**src/rtl/pipeline_hazard_controller_if.sv**
```systemverilog
// Hazard controller interface: pipeline status in, enables/flushes out.
// slave = controller side, master = pipeline/driver side.
interface pipeline_hazard_controller_if #(
   parameter int REG_BITS = 3
);
   logic                memRead_EX;
   logic [REG_BITS-1:0] rd_EX;
   logic [REG_BITS-1:0] rs_ID;
   logic [REG_BITS-1:0] rt_ID;
   logic                usesRs_ID;
   logic                usesRt_ID;
   logic                halt_ID;
   logic                branchTaken_EX;
   logic                memBusy;
   logic                resume;
   logic                pcWrite;
   logic                ifidWrite;
   logic                IFFlush;
   logic                IDFlush;
   logic                changeEnable;
   logic                halted;
   logic [15:0]         stallCycles;
   logic [15:0]         flushCount;

   modport master (
      output memRead_EX, rd_EX, rs_ID, rt_ID,
      output usesRs_ID, usesRt_ID, halt_ID,
      output branchTaken_EX, memBusy, resume,
      input  pcWrite, ifidWrite, IFFlush,
      input  IDFlush, changeEnable, halted,
      input  stallCycles, flushCount
   );

   modport slave (
      input  memRead_EX, rd_EX, rs_ID, rt_ID,
      input  usesRs_ID, usesRt_ID, halt_ID,
      input  branchTaken_EX, memBusy, resume,
      output pcWrite, ifidWrite, IFFlush,
      output IDFlush, changeEnable, halted,
      output stallCycles, flushCount
   );
endinterface

```
**src/rtl/pipeline_hazard_controller.sv**
```systemverilog
// Pipeline hazard controller: load-use stall, branch flush, HLT drain/halt.
// Ports: clock, reset (sync, active-high), hif (slave modport).
module pipeline_hazard_controller #(
   parameter int REG_BITS     = 3,
   parameter int DRAIN_CYCLES = 3
) (
   input  logic clock,
   input  logic reset,
   pipeline_hazard_controller_if.slave hif
);
   typedef enum logic [1:0] {
      RUN   = 2'd0,
      DRAIN = 2'd1,
      HALT  = 2'd2
   } state_t;

   localparam logic [1:0] DRAIN_INIT =
      2'(DRAIN_CYCLES - 1);

   state_t      state_q, state_d;
   logic [1:0]  drain_q, drain_d;
   logic [15:0] stall_q, stall_d;
   logic [15:0] flush_q, flush_d;

   logic [REG_BITS-1:0] rd_w, rs_w, rt_w;
   logic load_use;
   logic stall_inc, flush_inc;
   logic pc_w, ifid_w, ce_w;
   logic if_fl_w, id_fl_w, halted_w;

   assign rd_w = hif.rd_EX;
   assign rs_w = hif.rs_ID;
   assign rt_w = hif.rt_ID;

   assign load_use = hif.memRead_EX &&
      ((hif.usesRs_ID && rs_w == rd_w) ||
       (hif.usesRt_ID && rt_w == rd_w));

   always_comb begin
      state_d   = state_q;
      drain_d   = drain_q;
      pc_w      = 1'b1;
      ifid_w    = 1'b1;
      ce_w      = 1'b1;
      if_fl_w   = 1'b0;
      id_fl_w   = 1'b0;
      halted_w  = 1'b0;
      stall_inc = 1'b0;
      flush_inc = 1'b0;
      if (reset) begin
         pc_w    = 1'b0;
         ifid_w  = 1'b0;
         if_fl_w = 1'b1;
         id_fl_w = 1'b1;
         state_d = RUN;
         drain_d = 2'd0;
      end else begin
         case (state_q)
            RUN, DRAIN: begin
               if (hif.memBusy) begin
                  // Full freeze: state and drain count hold.
                  pc_w      = 1'b0;
                  ifid_w    = 1'b0;
                  ce_w      = 1'b0;
                  stall_inc = 1'b1;
               end else if (hif.branchTaken_EX) begin
                  // A pending HLT was on the wrong path.
                  if_fl_w   = 1'b1;
                  id_fl_w   = 1'b1;
                  flush_inc = 1'b1;
                  state_d   = RUN;
                  drain_d   = 2'd0;
               end else if (state_q == DRAIN) begin
                  pc_w      = 1'b0;
                  ifid_w    = 1'b0;
                  id_fl_w   = 1'b1;
                  stall_inc = 1'b1;
                  if (drain_q == 2'd0) begin
                     state_d = HALT;
                  end else begin
                     drain_d = drain_q - 2'd1;
                  end
               end else if (load_use) begin
                  pc_w      = 1'b0;
                  ifid_w    = 1'b0;
                  id_fl_w   = 1'b1;
                  stall_inc = 1'b1;
               end else if (hif.halt_ID) begin
                  pc_w      = 1'b0;
                  ifid_w    = 1'b0;
                  id_fl_w   = 1'b1;
                  stall_inc = 1'b1;
                  state_d   = DRAIN;
                  drain_d   = DRAIN_INIT;
               end
            end
            HALT: begin
               pc_w     = 1'b0;
               ifid_w   = 1'b0;
               ce_w     = 1'b0;
               halted_w = 1'b1;
               if (hif.resume) begin
                  state_d = RUN;
               end
            end
            default: begin
               state_d = RUN;
               drain_d = 2'd0;
            end
         endcase
      end
   end

   // Saturating performance counters.
   always_comb begin
      stall_d = stall_q;
      flush_d = flush_q;
      if (stall_inc && stall_q != 16'hFFFF) begin
         stall_d = stall_q + 16'd1;
      end
      if (flush_inc && flush_q != 16'hFFFF) begin
         flush_d = flush_q + 16'd1;
      end
   end

   always_ff @(posedge clock) begin
      if (reset) begin
         state_q <= RUN;
         drain_q <= 2'd0;
         stall_q <= 16'd0;
         flush_q <= 16'd0;
      end else begin
         state_q <= state_d;
         drain_q <= drain_d;
         stall_q <= stall_d;
         flush_q <= flush_d;
      end
   end

   assign hif.pcWrite      = pc_w;
   assign hif.ifidWrite    = ifid_w;
   assign hif.changeEnable = ce_w;
   assign hif.IFFlush      = if_fl_w;
   assign hif.IDFlush      = id_fl_w;
   assign hif.halted       = halted_w;
   assign hif.stallCycles  = stall_q;
   assign hif.flushCount   = flush_q;
endmodule

```
**src/flat_wrapper.sv**
```systemverilog
// flat-port wrapper written by rule: the top's interface ports become plain ports
module pipeline_hazard_controller_flat 
#(
   parameter int REG_BITS     = 3,
   parameter int DRAIN_CYCLES = 3
)
  (clock, reset, hif_memRead_EX, hif_rd_EX, hif_rs_ID, hif_rt_ID, hif_usesRs_ID, hif_usesRt_ID, hif_halt_ID, hif_branchTaken_EX, hif_memBusy, hif_resume, hif_pcWrite, hif_ifidWrite, hif_IFFlush, hif_IDFlush, hif_changeEnable, hif_halted, hif_stallCycles, hif_flushCount);
  pipeline_hazard_controller_if #(.REG_BITS(REG_BITS)) hif_i ();
  input  logic clock;
  input  logic reset;
  input wire logic [$bits(hif_i.memRead_EX)-1:0] hif_memRead_EX;
  input wire logic [$bits(hif_i.rd_EX)-1:0] hif_rd_EX;
  input wire logic [$bits(hif_i.rs_ID)-1:0] hif_rs_ID;
  input wire logic [$bits(hif_i.rt_ID)-1:0] hif_rt_ID;
  input wire logic [$bits(hif_i.usesRs_ID)-1:0] hif_usesRs_ID;
  input wire logic [$bits(hif_i.usesRt_ID)-1:0] hif_usesRt_ID;
  input wire logic [$bits(hif_i.halt_ID)-1:0] hif_halt_ID;
  input wire logic [$bits(hif_i.branchTaken_EX)-1:0] hif_branchTaken_EX;
  input wire logic [$bits(hif_i.memBusy)-1:0] hif_memBusy;
  input wire logic [$bits(hif_i.resume)-1:0] hif_resume;
  output wire logic [$bits(hif_i.pcWrite)-1:0] hif_pcWrite;
  output wire logic [$bits(hif_i.ifidWrite)-1:0] hif_ifidWrite;
  output wire logic [$bits(hif_i.IFFlush)-1:0] hif_IFFlush;
  output wire logic [$bits(hif_i.IDFlush)-1:0] hif_IDFlush;
  output wire logic [$bits(hif_i.changeEnable)-1:0] hif_changeEnable;
  output wire logic [$bits(hif_i.halted)-1:0] hif_halted;
  output wire logic [$bits(hif_i.stallCycles)-1:0] hif_stallCycles;
  output wire logic [$bits(hif_i.flushCount)-1:0] hif_flushCount;
  assign hif_i.memRead_EX = hif_memRead_EX;
  assign hif_i.rd_EX = hif_rd_EX;
  assign hif_i.rs_ID = hif_rs_ID;
  assign hif_i.rt_ID = hif_rt_ID;
  assign hif_i.usesRs_ID = hif_usesRs_ID;
  assign hif_i.usesRt_ID = hif_usesRt_ID;
  assign hif_i.halt_ID = hif_halt_ID;
  assign hif_i.branchTaken_EX = hif_branchTaken_EX;
  assign hif_i.memBusy = hif_memBusy;
  assign hif_i.resume = hif_resume;
  assign hif_pcWrite = hif_i.pcWrite;
  assign hif_ifidWrite = hif_i.ifidWrite;
  assign hif_IFFlush = hif_i.IFFlush;
  assign hif_IDFlush = hif_i.IDFlush;
  assign hif_changeEnable = hif_i.changeEnable;
  assign hif_halted = hif_i.halted;
  assign hif_stallCycles = hif_i.stallCycles;
  assign hif_flushCount = hif_i.flushCount;
  pipeline_hazard_controller #(.REG_BITS(REG_BITS), .DRAIN_CYCLES(DRAIN_CYCLES)) u_core (.clock(clock), .reset(reset), .hif(hif_i));
endmodule
```
**config.mk**
```make
export PLATFORM = sky130hd
export DESIGN_NAME = pipeline_hazard_controller_flat
export DESIGN_NICKNAME = d
export VERILOG_FILES = /design/src/rtl/pipeline_hazard_controller_if.sv /design/src/rtl/pipeline_hazard_controller.sv /design/src/flat_wrapper.sv
export SDC_FILE = /design/constraint.sdc
export NUM_CORES = 1
export LEC_CHECK = 0
export ABC_CLOCK_PERIOD_IN_PS = 2500
export CORE_MARGIN = 2
export CORE_UTILIZATION = 41
export CTS_CLUSTER_DIAMETER = 80
export DETAILED_ROUTE_END_ITERATION = 7
export GPL_TIMING_DRIVEN = 0
export PLACE_DENSITY = 0.78
export SYNTH_ARGS = -nofsm -noshare
export SYNTH_HDL_FRONTEND = slang
export SYNTH_SLANG_ARGS = --single-unit
```
**constraint.sdc**
```tcl
create_clock -name clock -period 2.5 [get_ports clock]
set_input_delay 0.625 -clock clock [delete_from_list [all_inputs] [get_ports clock]]
set_output_delay 0.625 -clock clock [all_outputs]
set_load 0.005 [all_outputs]
```
Yosys cells after proc, flatten, opt, wreduce, memory -nomap -nowiden
Cells that the tools add are included.
- bits of input ports: 18
- logic and storage cells: 74
- register bits: 36
- output and inout bits: 38
- multiplexer cells: 43
- add/subtract/negate cells: 3
- reduce and logical (&&, ||, !) cells: 11
- equality and inequality tests: 12
- bitwise gates (word level): 1
- operators by type and width (kind ; number):
    $add A16 B1 Y16 const B ; 2
    $ne A16 B16 Y1 const B ; 2
    $mux W1 ; 26
    $mux W2 ; 13
    $ne A4 B4 Y1 const B ; 3
    $reduce_and A5 Y1 ; 2
    $pmux W2 S2 ; 2
    $eq A3 B3 Y1 ; 2
    $logic_and A1 B1 Y1 ; 5
    $logic_not A2 Y1 ; 2
    $ne A2 B2 Y1 const B ; 2
    $ne A4 B3 Y1 const B ; 1
    $pmux W1 S2 ; 2
    $eq A2 B1 Y1 const B ; 1
    $eq A2 B2 Y1 const B ; 1
    $reduce_or A2 Y1 ; 1
    $sub A2 B1 Y2 const B ; 1
    $logic_or A1 B1 Y1 ; 1
    $not A1 Y1 ; 1

Longest topological paths before layout
- depth in word-level cells: 11
- depth in mapped cells: 9
- depth with buffers taken out: 7

Least setup slack after synthesis
Ideal clock, no wire load.
- path type: input-to-output
- from: in hif_rd_EX[2]
- to: out hif_pcWrite
- slack: 74 ps
- data arrival time: 1801 ps
- path buffers: 1
- data required time: 1875 ps
- cell stages on the path: 5
- path through: xor2_1 or4_4 a31oi_4 o32ai_1 buf_4
- longest elaborated chain between the ends: 10
- elaborated cells on any way between the ends: 12
- classes of those cells: eq/ne: 2; mux: 6; reduce/logical: 4
- ends and longest elaborated chain (element ; RTL line ; source):
    start, declared ; flat_wrapper.sv:12 ; input wire logic [$bits(hif_i.rd_EX)-1:0] hif_rd_EX;
    $eq A3 B3 Y1, on equally long branches ; pipeline_hazard_controller.sv:36, pipeline_hazard_controller.sv:37 ;
    $logic_and A1 B1 Y1, on equally long branches ; pipeline_hazard_controller.sv:36, pipeline_hazard_controller.sv:37 ;
    $logic_or A1 B1 Y1 * ; pipeline_hazard_controller.sv:36 ; ((hif.usesRs_ID && rs_w == rd_w) ||
    $logic_and A1 B1 Y1 * ; pipeline_hazard_controller.sv:35 ; assign load_use = hif.memRead_EX &&
    $mux W1 * (4 in a row) ; - ;
    $pmux W1 S2 * ; - ;
    $mux W1 * ; - ;
    end, declared ; flat_wrapper.sv:21 ; output wire logic [$bits(hif_i.pcWrite)-1:0] hif_pcWrite;
Every way passes the cells marked *; elsewhere a longest branch is shown, timed or not.

Worst setup path in the final report
- from: in hif_rs_ID[0]
- to: out hif_pcWrite
- longest elaborated chain between the ends: 10
- ends and longest elaborated chain (element ; RTL line ; source):
    start, declared ; flat_wrapper.sv:13 ; input wire logic [$bits(hif_i.rs_ID)-1:0] hif_rs_ID;
    $eq A3 B3 Y1 ; pipeline_hazard_controller.sv:36 ;
    $logic_and A1 B1 Y1 ; pipeline_hazard_controller.sv:36 ;
    $logic_or A1 B1 Y1 ; pipeline_hazard_controller.sv:36 ;
    $logic_and A1 B1 Y1 ; pipeline_hazard_controller.sv:35 ;
    $mux W1 ; pipeline_hazard_controller.sv:83 ; end else if (load_use) begin
    $mux W1 ; pipeline_hazard_controller.sv:73 ; end else if (state_q == DRAIN) begin
    $mux W1 ; pipeline_hazard_controller.sv:66 ; end else if (hif.branchTaken_EX) begin
    $mux W1 ; pipeline_hazard_controller.sv:60 ; if (hif.memBusy) begin
    $pmux W1 S2 ; pipeline_hazard_controller.sv:58 ; case (state_q)
    $mux W1 ; pipeline_hazard_controller.sv:50 ; if (reset) begin
No other way between the ends.

==> impl_metrics.tcl <==
set metrics [dict create \
    num_antenna_cells 0 \
    viasPerCell 5.51 \
    gr-total-overflow 0 \
    powerDensity_nw_per_um2 443 \
    syn_inst 239 \
    yosysMostFrequentCell "dfxtp_1" \
    synth.top_cells.by_count "dfxtp_1, nor2_1, a21oi_1, nand3_1, nand2_1" \
    nets 325 \
    dp_cells 347 \
    whs_ps 490 \
    leakage_nw 0.937 \
    ys.flop_type "dfxtp_1" \
    ctsRootBufferMaster "clkbuf_8" \
    firstDrtPassIters 4 \
    hold_buffers 0 \
    seq_area_frac_synth_pct 36.9 \
    tightest_slew_ps 512 \
    die_area_um2 5330 \
    wire_per_inst_um 14.2 \
    rr_startpoint "u_core.state_q[1]" \
    clk_pin_slew_worst_paths_ps 70 \
    cp-end-kind "output pin" \
    io_buffers 54 \
    detailed_place_hpwl_um 3470 \
    core_area_um2 4660 \
    cp.required_ps 1880 \
    vias 1979 \
    violations "setup timing" \
    power_frac_clock_pct 36.1 \
    yosys_warnings 0 \
    swShare_pct 25.2 \
    utilization_pct 58.4 \
    setup_viol 3 \
    synth_nets 260 \
    yosysTopAreaCell "dfxtp_1" \
    htreeDepth 2 \
    final-max-slew-violation-count 0 \
    synthTopCellsByArea "dfxtp_1, a21oi_1, nor2_1, xnor2_1, nand3_1" \
    finalNonFillerCells 359 \
    track_usage_pct 20.0 \
    status "complete, but fails checks" \
    async_flop_share_pct 0 \
    yosysUniqueCellTypes 38 \
    fin_ws_ps -93.3 \
    synth_enable_flop_cells 0 \
    power.switching_w 0.000304 \
    period_needed_ps 2590 \
    drtAntennaViolNets 0 \
    power_w 0.00120 \
    max_slew_margin_pct 65.8 \
    drive_gt1_share_pct 15.1 \
    hold_path.class "reg -> reg" \
    worstPathMaxFanout 2 \
    area_growth_syn_to_layout_pct 39.2 \
    start_util_pct 41.9 \
    clockBufferDepth 2 \
    drc 0 \
    seqPwrFrac_pct 49.7 \
    intPower_w 0.000900 \
    cts_sinks 36 \
    grt_setup_unrepaired "yes" \
    netlist_area_um2 1950 \
    startpoint_type "primary input" \
    place_area_um2 2560 \
    vdd_drop_max_v 0.000286 \
    cts_tree "done" \
    die_h_um 73.0 \
    clk_latency_ps 290 \
    maxCapViolCount 0 \
    place.gp.congestion 0.874 \
    min_from "u_core.hif.stallCycles[5]" \
    antenna_found_initial 0 \
    crit_start "hif_rs_ID[0]" \
    cts_buffers 5 \
    syn_avg_cell_area_um2 8.18 \
    p_comb_share_pct 14.1 \
    grt_pass1_wl_um 8400 \
    final_hold_viol_count 0 \
    grt_max_degree 11 \
    wl_um 5100 \
    rows 25 \
    pin_count 56 \
    fmax_mhz 386 \
    synth-seq-cells 36 \
    netlist.area_leader.share_pct 36.9 \
    crit_arrival_ps 1970 \
    period_share_pct 104 \
    grt_pass1_vias 1870 \
    skew_ps 4.42 \
    fin_area_um2 2720 \
    path_class "in -> out" \
    die_w_um 73.0 \
    dr.first_iter.drc_count 106 \
]
-- cell families (layout without fill, tap and decap cells) --
kind of cell    after synthesis  in the layout  synth area share (%)
fa+ha+maj                     3              3                  1.92
compound gates               47             47                  15.1
flops                        36             36                  36.9
simple gates                106            106                  29.6
mux                           6              6                  3.20
buf+inv                      23             89                  5.25
xor+xnor                     18             18                  8.07
-- power groups by stage --
stage	logic [W]	registers, W	clock network, W
2_1_floorplan	0.0000824	0.000611	0
3_3_place_gp	0.000162	0.000612	0
3_5_place_dp	0.000164	0.000612	0
4_1_cts	0.000165	0.000599	0.000445
5_1_grt	0.000186	0.000601	0.000472
6_report	0.000170	0.000599	0.000435
-- per-layer routing --
metal	wire length, um	GRT usage, %	share of wire, %	vias to the layer above
li1	-	-	-	988
met1	2320	25.4	46	918
met2	2330	31.7	46	63
met3	341	6.91	6.7	10
met4	96	6.38	1.9	0
met5	0	0	0	-
-- registers in the layout (all words and copies together), names as in the netlist --
register and flops:
u_core.state_q 2, u_core.hif.flushCount 16, u_core.drain_q 2, u_core.hif.stallCycles 16
-- stage by stage --
step	TNS (ps)	setup slack, ps
final	-190	-93.3
after global routing	-368	-125
after CTS	-136	-77.1
after detailed placement	-12560	-914
after global placement	-11740	-900
after floorplan	0	73.6
-- cell type report --
cell class | instances | area [um^2]
repair buffers | 58 | 546
fillers | 424 | 1940
well taps | 54 | 67.6
clock buffers | 8 | 90.1
flip-flops and latches | 36 | 721
inverters | 11 | 41.3
multi-input cells | 180 | 1170
plain buffers | 12 | 83.8
-- worst max-delay path: stages --
cell,delay (ps)
buf_6,90
xor2_1,150
or4_4,530
a31oi_4,200
o32ai_2,110
buf_4,150
buf_6,100
-- layout by cell type (no fill, tap or decap), types with 2 or more instances in the layout --
| cell type | synthesis | final |
|---|---|---|
| or3_1 | 11 | 11 |
| inv_1 | 11 | 11 |
| buf_2 | 4 | 10 |
| clkbuf_1 | 6 | 6 |
| a21oi_1 | 20 | 19 |
| dfxtp_1 | 36 | 36 |
| or2_2 | 2 | 2 |
| clkdlybuf4s50_1 | 0 | 36 |
| clkdlybuf4s15_1 | 0 | 5 |
| nand3_1 | 16 | 15 |
| o2111ai_1 | 2 | 2 |
| nor4_1 | 4 | 4 |
| ha_1 | 3 | 3 |
| mux2i_1 | 4 | 4 |
| buf_6 | 1 | 7 |
| or4_1 | 7 | 7 |
| nor2_1 | 26 | 26 |
| o21ai_0 | 10 | 10 |
| a21o_1 | 2 | 2 |
| o22ai_1 | 2 | 2 |
| o31ai_1 | 7 | 6 |
| mux2_2 | 2 | 2 |
| buf_4 | 1 | 3 |
| nor3_1 | 4 | 4 |
| nand2_1 | 14 | 14 |
| xnor2_1 | 11 | 11 |
| and3_1 | 2 | 2 |
| or4_4 | 2 | 2 |
| nand2b_1 | 4 | 4 |
| nand4_1 | 4 | 4 |
| and4_1 | 5 | 5 |
| xor2_1 | 7 | 6 |
| clkbuf_8 | 0 | 8 |
-- final timing paths --
path | end | cells past startpoint | slack, ps
min reg2reg | u_core.hif.stallCycles[5] | 2 | 490
max | hif_pcWrite | 7 | -90
max reg2reg | u_core.hif.stallCycles[14] | 10 | 240
min | u_core.hif.stallCycles[5] | 2 | 490
-- timing repair --
| item | CTS | global route |
|---|---|---|
| resized for setup | 63 | 14 |
| pin swaps | 9 | 4 |
| setup endpoints to repair | 24 | 6 |
| buffers inserted | 3 | 1 |
Note: power is estimated with default switching activity, not from simulation.
==> patch 1 (config.mk and constraints unchanged) <==
`REG_BITS` is set to 3 in 3 places; all go to 4.
--- a/src/rtl/pipeline_hazard_controller_if.sv
+++ b/src/rtl/pipeline_hazard_controller_if.sv
@@ -1,7 +1,7 @@
 // Hazard controller interface: pipeline status in, enables/flushes out.
 // slave = controller side, master = pipeline/driver side.
 interface pipeline_hazard_controller_if #(
-   parameter int REG_BITS = 3
+   parameter int REG_BITS = 4
 );
    logic                memRead_EX;
    logic [REG_BITS-1:0] rd_EX;
--- a/src/rtl/pipeline_hazard_controller.sv
+++ b/src/rtl/pipeline_hazard_controller.sv
@@ -1,7 +1,7 @@
 // Pipeline hazard controller: load-use stall, branch flush, HLT drain/halt.
 // Ports: clock, reset (sync, active-high), hif (slave modport).
 module pipeline_hazard_controller #(
-   parameter int REG_BITS     = 3,
+   parameter int REG_BITS     = 4,
    parameter int DRAIN_CYCLES = 3
 ) (
    input  logic clock,
--- a/src/flat_wrapper.sv
+++ b/src/flat_wrapper.sv
@@ -1,7 +1,7 @@
 // flat-port wrapper written by rule: the top's interface ports become plain ports
 module pipeline_hazard_controller_flat 
 #(
-   parameter int REG_BITS     = 3,
+   parameter int REG_BITS     = 4,
    parameter int DRAIN_CYCLES = 3
 )
   (clock, reset, hif_memRead_EX, hif_rd_EX, hif_rs_ID, hif_rt_ID, hif_usesRs_ID, hif_usesRt_ID, hif_halt_ID, hif_branchTaken_EX, hif_memBusy, hif_resume, hif_pcWrite, hif_ifidWrite, hif_IFFlush, hif_IDFlush, hif_changeEnable, hif_halted, hif_stallCycles, hif_flushCount);
Ports: changed (resized hif_rd_EX, hif_rs_ID and hif_rt_ID); port bits go from 56 to 59. The function was not compared with the original's and may differ.
==> patch 1 against the unedited design <==
The flow still finishes with violations (setup timing). Highest routed layer unchanged. Worst setup slack got worse by 0.20 ns. Synthesized cell count rose by 7.5%. Clock skew rose by 0.00084 ns. Sequential cell count did not move. Area after synthesis rose by 4.0%. Via count rose by 3.4%. Fmax fell by 7.0%. Critical path depth rose by 1. Critical endpoint unchanged. Utilization rose by 2.5 points. Register-to-register slack improved by 0.18 ns. Power rose by 0.35%. Routed wire length fell by 1.4%. Final area rose by 6.3%.
==> patch 1: results (changes against the unedited design) <==
* Worst hold path startpoint: u_core.drain_q[1] (was u_core.hif.stallCycles[5])
* Synth top cells by count: dfxtp_1, nor2_1, nand2_1 (was dfxtp_1, nor2_1, a21oi_1)
* Placed cells at 380 (was 347)
* DP HPWL at 3.64 mm (was 3.47 mm)
* Leak at 0.00103 µW (was 0.000937 µW)
* Avg WL per Cell at 12.8 µm (was 14.2 µm)
* Hold Slack at 0.484 ns (was 0.490 ns)
* Initial DRC count at 176 (was 106)
* Crit-path max cell delay at 0.51 ns (was 0.53 ns)
* Yosys cell types at 39 (was 38)
* Sequential area share after synthesis at 0.354 (was 0.369)
* Avg Cell Area, Syn at 7.91 µm² (was 8.18 µm²)
* Worst r2r path cells at 7 (was 10)
* Share of post-route cells with drive strength above 1 at 0.188 (was 0.151)
* RR Endpoint: u_core.hif.stallCycles[2] (was u_core.hif.stallCycles[14])
* Setup ws final at -0.290 ns (was -0.0933 ns)
* Final setup fails at 3 (unchanged)
* Setup WS pre-CTS at -1.12 ns (was -0.914 ns)
* Failing checks: setup timing (unchanged)
* Dpl cell area at 2690 µm² (was 2560 µm²)
* Post-CTS Resized at 86 (was 63)
* Routability cong. at 0.851 (was 0.874)
* Max_slew headroom at 0.570 (was 0.658)
* Total Neg Setup Slack at -0.672 ns (was -0.190 ns)
* DR vias at 2047 (was 1979)
* Status: finished, violations left (unchanged)
* Vias in the first global route at 1901 (was 1870)
* Largest net degree at the start of global routing at 20 (was 11)
* CP arrival at 2.16 ns (was 1.97 ns)
==> patch 1: how the worst max path moves through the flow <==
stage / from / to / slack (ns) / cells after the start
floorplan: hif_rt_ID[1] / hif_pcWrite / -0.02 / 6
finish: hif_rd_EX[1] / hif_pcWrite / -0.29 / 8
global placement: hif_rd_EX[3] / hif_pcWrite / -1.12 / 8
global route: hif_rs_ID[2] / hif_pcWrite / -0.34 / 8
detailed placement: hif_rd_EX[2] / hif_pcWrite / -1.12 / 8
CTS: hif_rs_ID[0] / hif_pcWrite / -0.26 / 8
==> patch 1: cell families after synthesis <==
group                      after synthesis  share of synthesized area
AOI/OAI and AO/OA                       41                      0.112
adders and majority gates                3                     0.0185
DFF                                     36                      0.354
and+or+nand+nor                        134                      0.356
xor gates and xnor gates                20                     0.0862
muxes                                    7                     0.0369
buffers and inverters                   16                     0.0357
==> patch 1: layer usage <==
layer / routed length, µm / track usage / vias to the layer above / share of wire
li1: - / - / 1040 / -
met2: 2540 / 0.329 / 42 / 0.51
met1: 2280 / 0.240 / 963 / 0.45
met3: 176 / 0.0379 / 2 / 0.035
met4: 25 / 0.0496 / 0 / 0.0050
met5: 0 / 0 / - / 0
==> patch 1: power by group <==
part / total, µW / switching (µW) / internal, µW
registers: 592 / 10.9 / 582
logic: 177 / 85.0 / 91.8
clock network: 439 / 215 / 224
total: 1210 / 311 / 898
==> patch 1: layout make-up <==
class / count / area, µm² / share of cell area
flip-flops and latches: 36 / 721 / 0.249
clock buffers: 7 / 86.3 / 0.0299
clock inverters: 1 / 7.51 / 0.00260
multi-input cells: 205 / 1330 / 0.461
inverters: 5 / 18.8 / 0.00649
plain buffers: 10 / 63.8 / 0.0221
well taps: 67 / 83.8 / 0.0290
repair buffers: 60 / 577 / 0.199
==> patch 2 (config.mk and constraints unchanged) <==
Without the edit above. Take the reset off `flush_q` and load it in a clocked block of its own.
--- a/src/rtl/pipeline_hazard_controller.sv
+++ b/src/rtl/pipeline_hazard_controller.sv
@@ -128,13 +128,15 @@
          state_q <= RUN;
          drain_q <= 2'd0;
          stall_q <= 16'd0;
-         flush_q <= 16'd0;
       end else begin
          state_q <= state_d;
          drain_q <= drain_d;
          stall_q <= stall_d;
-         flush_q <= flush_d;
       end
+   end
+
+   always_ff @(posedge clock) begin
+      flush_q <= flush_d;
    end
 
    assign hif.pcWrite      = pc_w;
Check against the original RTL: differs if reset is asserted again (counterexample within 4 cycles, from zero or initial values and one cycle with reset high); with reset held inactive, the same outputs for 10 cycles.
==> patch 2 against the unedited design <==
The run still ends with setup timing left. Count of clock-buffer cells in the layout fell by 3. First-iteration DRC count rose by 19%. Via count fell by 4.4%. Clock skew rose by 0.0024 ns. Worst setup slack improved by 0.0060 ns. Sequential cell count did not move. Hold slack got worse by 0.0040 ns. Power rose by 6.9%. Sequential share of layout area rose by 3.4 points. Routed wire length rose by 0.94%. Final area rose by 8.3%. Utilization rose by 3.2 points. Final cell count rose by 1.7%. Area after synthesis rose by 5.0%.
==> patch 2: results (changes against the unedited design) <==
* Setup ws final at -0.0873 ns (was -0.0933 ns)
* Routed met1 length at 2.23 mm (was 2.32 mm)
* Post-synthesis compound-gate area fraction at 0.113 (was 0.151)
* Clk pwr share at 0.320 (was 0.361)
* Actual slew at the worst max-slew pin at 0.717 ns (was 0.512 ns)
* Max-cap check violation count at 0 (unchanged)
* Buffers on Ports at 55 (was 54)
* FF-to-FF Start: u_core.hif.stallCycles[0] (was u_core.state_q[1])
* Hold endpoint: u_core.drain_q[1] (was u_core.hif.stallCycles[5])
* Worst r2r path cells at 8 (was 10)
* Worst hold path startpoint: u_core.drain_q[1] (was u_core.hif.stallCycles[5])
* Setup WS pre-CTS at -1.14 ns (was -0.914 ns)
* Vias per cell at 5.18 (was 5.51)
* Initial DRC count at 126 (was 106)
* Layout Nets at 318 (was 325)
* Vias in the first global route at 1843 (was 1870)
* Sequential Power Share at 0.504 (was 0.497)
* Placed cells at 343 (was 347)
* Initial DRT Pass Iterations at 4 (unchanged)
* H-tree Lvls at 2 (unchanged)
* DP HPWL at 3.68 mm (was 3.47 mm)
* Dpl cell area at 2690 µm² (was 2560 µm²)
* Comb pwr at 227 µW (was 170 µW)
* Post-synthesis mux area share at 0.0372 (was 0.0320)
* Adder-Cell Fraction of Synth Area at 0.0183 (was 0.0192)
* Avg WL per Cell at 14.1 µm (was 14.2 µm)
* Synth top cells by count: nor2_1, dfxtp_1, nand2_1 (was dfxtp_1, nor2_1, a21oi_1)
* Setup Buffers After CTS at 11 (was 3)
* First-pass GRT wire length at 8.18 mm (was 8.40 mm)
* Status: finished, violations left (unchanged)
* Routed met2 length at 2.51 mm (was 2.33 mm)
* Reg2reg setup slack at 0.15 ns (was 0.24 ns)
* Sequential area share after synthesis at 0.429 (was 0.369)
* Num CTS Buffers at 5 (unchanged)
* Met3 wire length at 346 µm (was 341 µm)
* Synthesized instance count at 221 (was 239)
* Share of post-route cells with drive strength above 1 at 0.198 (was 0.151)
* Final setup fails at 2 (was 3)
* Failing checks: setup timing (unchanged)
* Hold Slack at 0.486 ns (was 0.490 ns)
* Largest cells by area after synthesis: edfxtp_1, dfxtp_1, xnor2_1, nor2_1, nand3_1 (was dfxtp_1, a21oi_1, nor2_1, xnor2_1, nand3_1)
* Total Neg Setup Slack at -0.156 ns (was -0.190 ns)
* Routability cong. at 0.870 (was 0.874)
* Largest net degree at the start of global routing at 17 (was 11)
* Fillers at 421 (was 424)
* Met2 GRT Util at 0.318 (was 0.317)
* GRT Total Usage at 0.188 (was 0.200)
* Met1 Track Usage GR at 0.236 (was 0.254)
* Cell internal pwr at 942 µW (was 900 µW)
* Clock Skew at 0.00677 ns (was 0.00442 ns)
* Post-CTS Resized at 80 (was 63)
-- patch 2: cell type report --
type                       instances  area (µm²)  share of cell area
inverter                           9        33.8              0.0115
timing repair buffer              69         631               0.214
tap                               67        83.8              0.0285
buffer                             7        52.6              0.0178
multi-input combinational        169        1180               0.401
clock buffer                       5        68.8              0.0234
sequential                        36         881               0.299
clock inverter                     3        13.8             0.00467
-- patch 2: critical path, cell delays in order --
cell and delay (ns):
buf_8 0.10, xor2_2 0.18, nand4bb_4 0.17, nand2_2 0.07
a221oi_2 0.28, buf_4 0.16, nor3_2 0.03, or2_4 0.23
buf_6 0.11
-- patch 2: worst max path at each step --
stage / start / end
3_5_place_dp: hif_rd_EX[1] / hif_pcWrite
6_report: hif_rd_EX[2] / hif_IDFlush
2_1_floorplan: hif_rd_EX[1] / hif_pcWrite
5_1_grt: hif_rd_EX[2] / hif_pcWrite
4_1_cts: hif_rt_ID[2] / hif_IDFlush
3_3_place_gp: hif_rd_EX[1] / hif_pcWrite
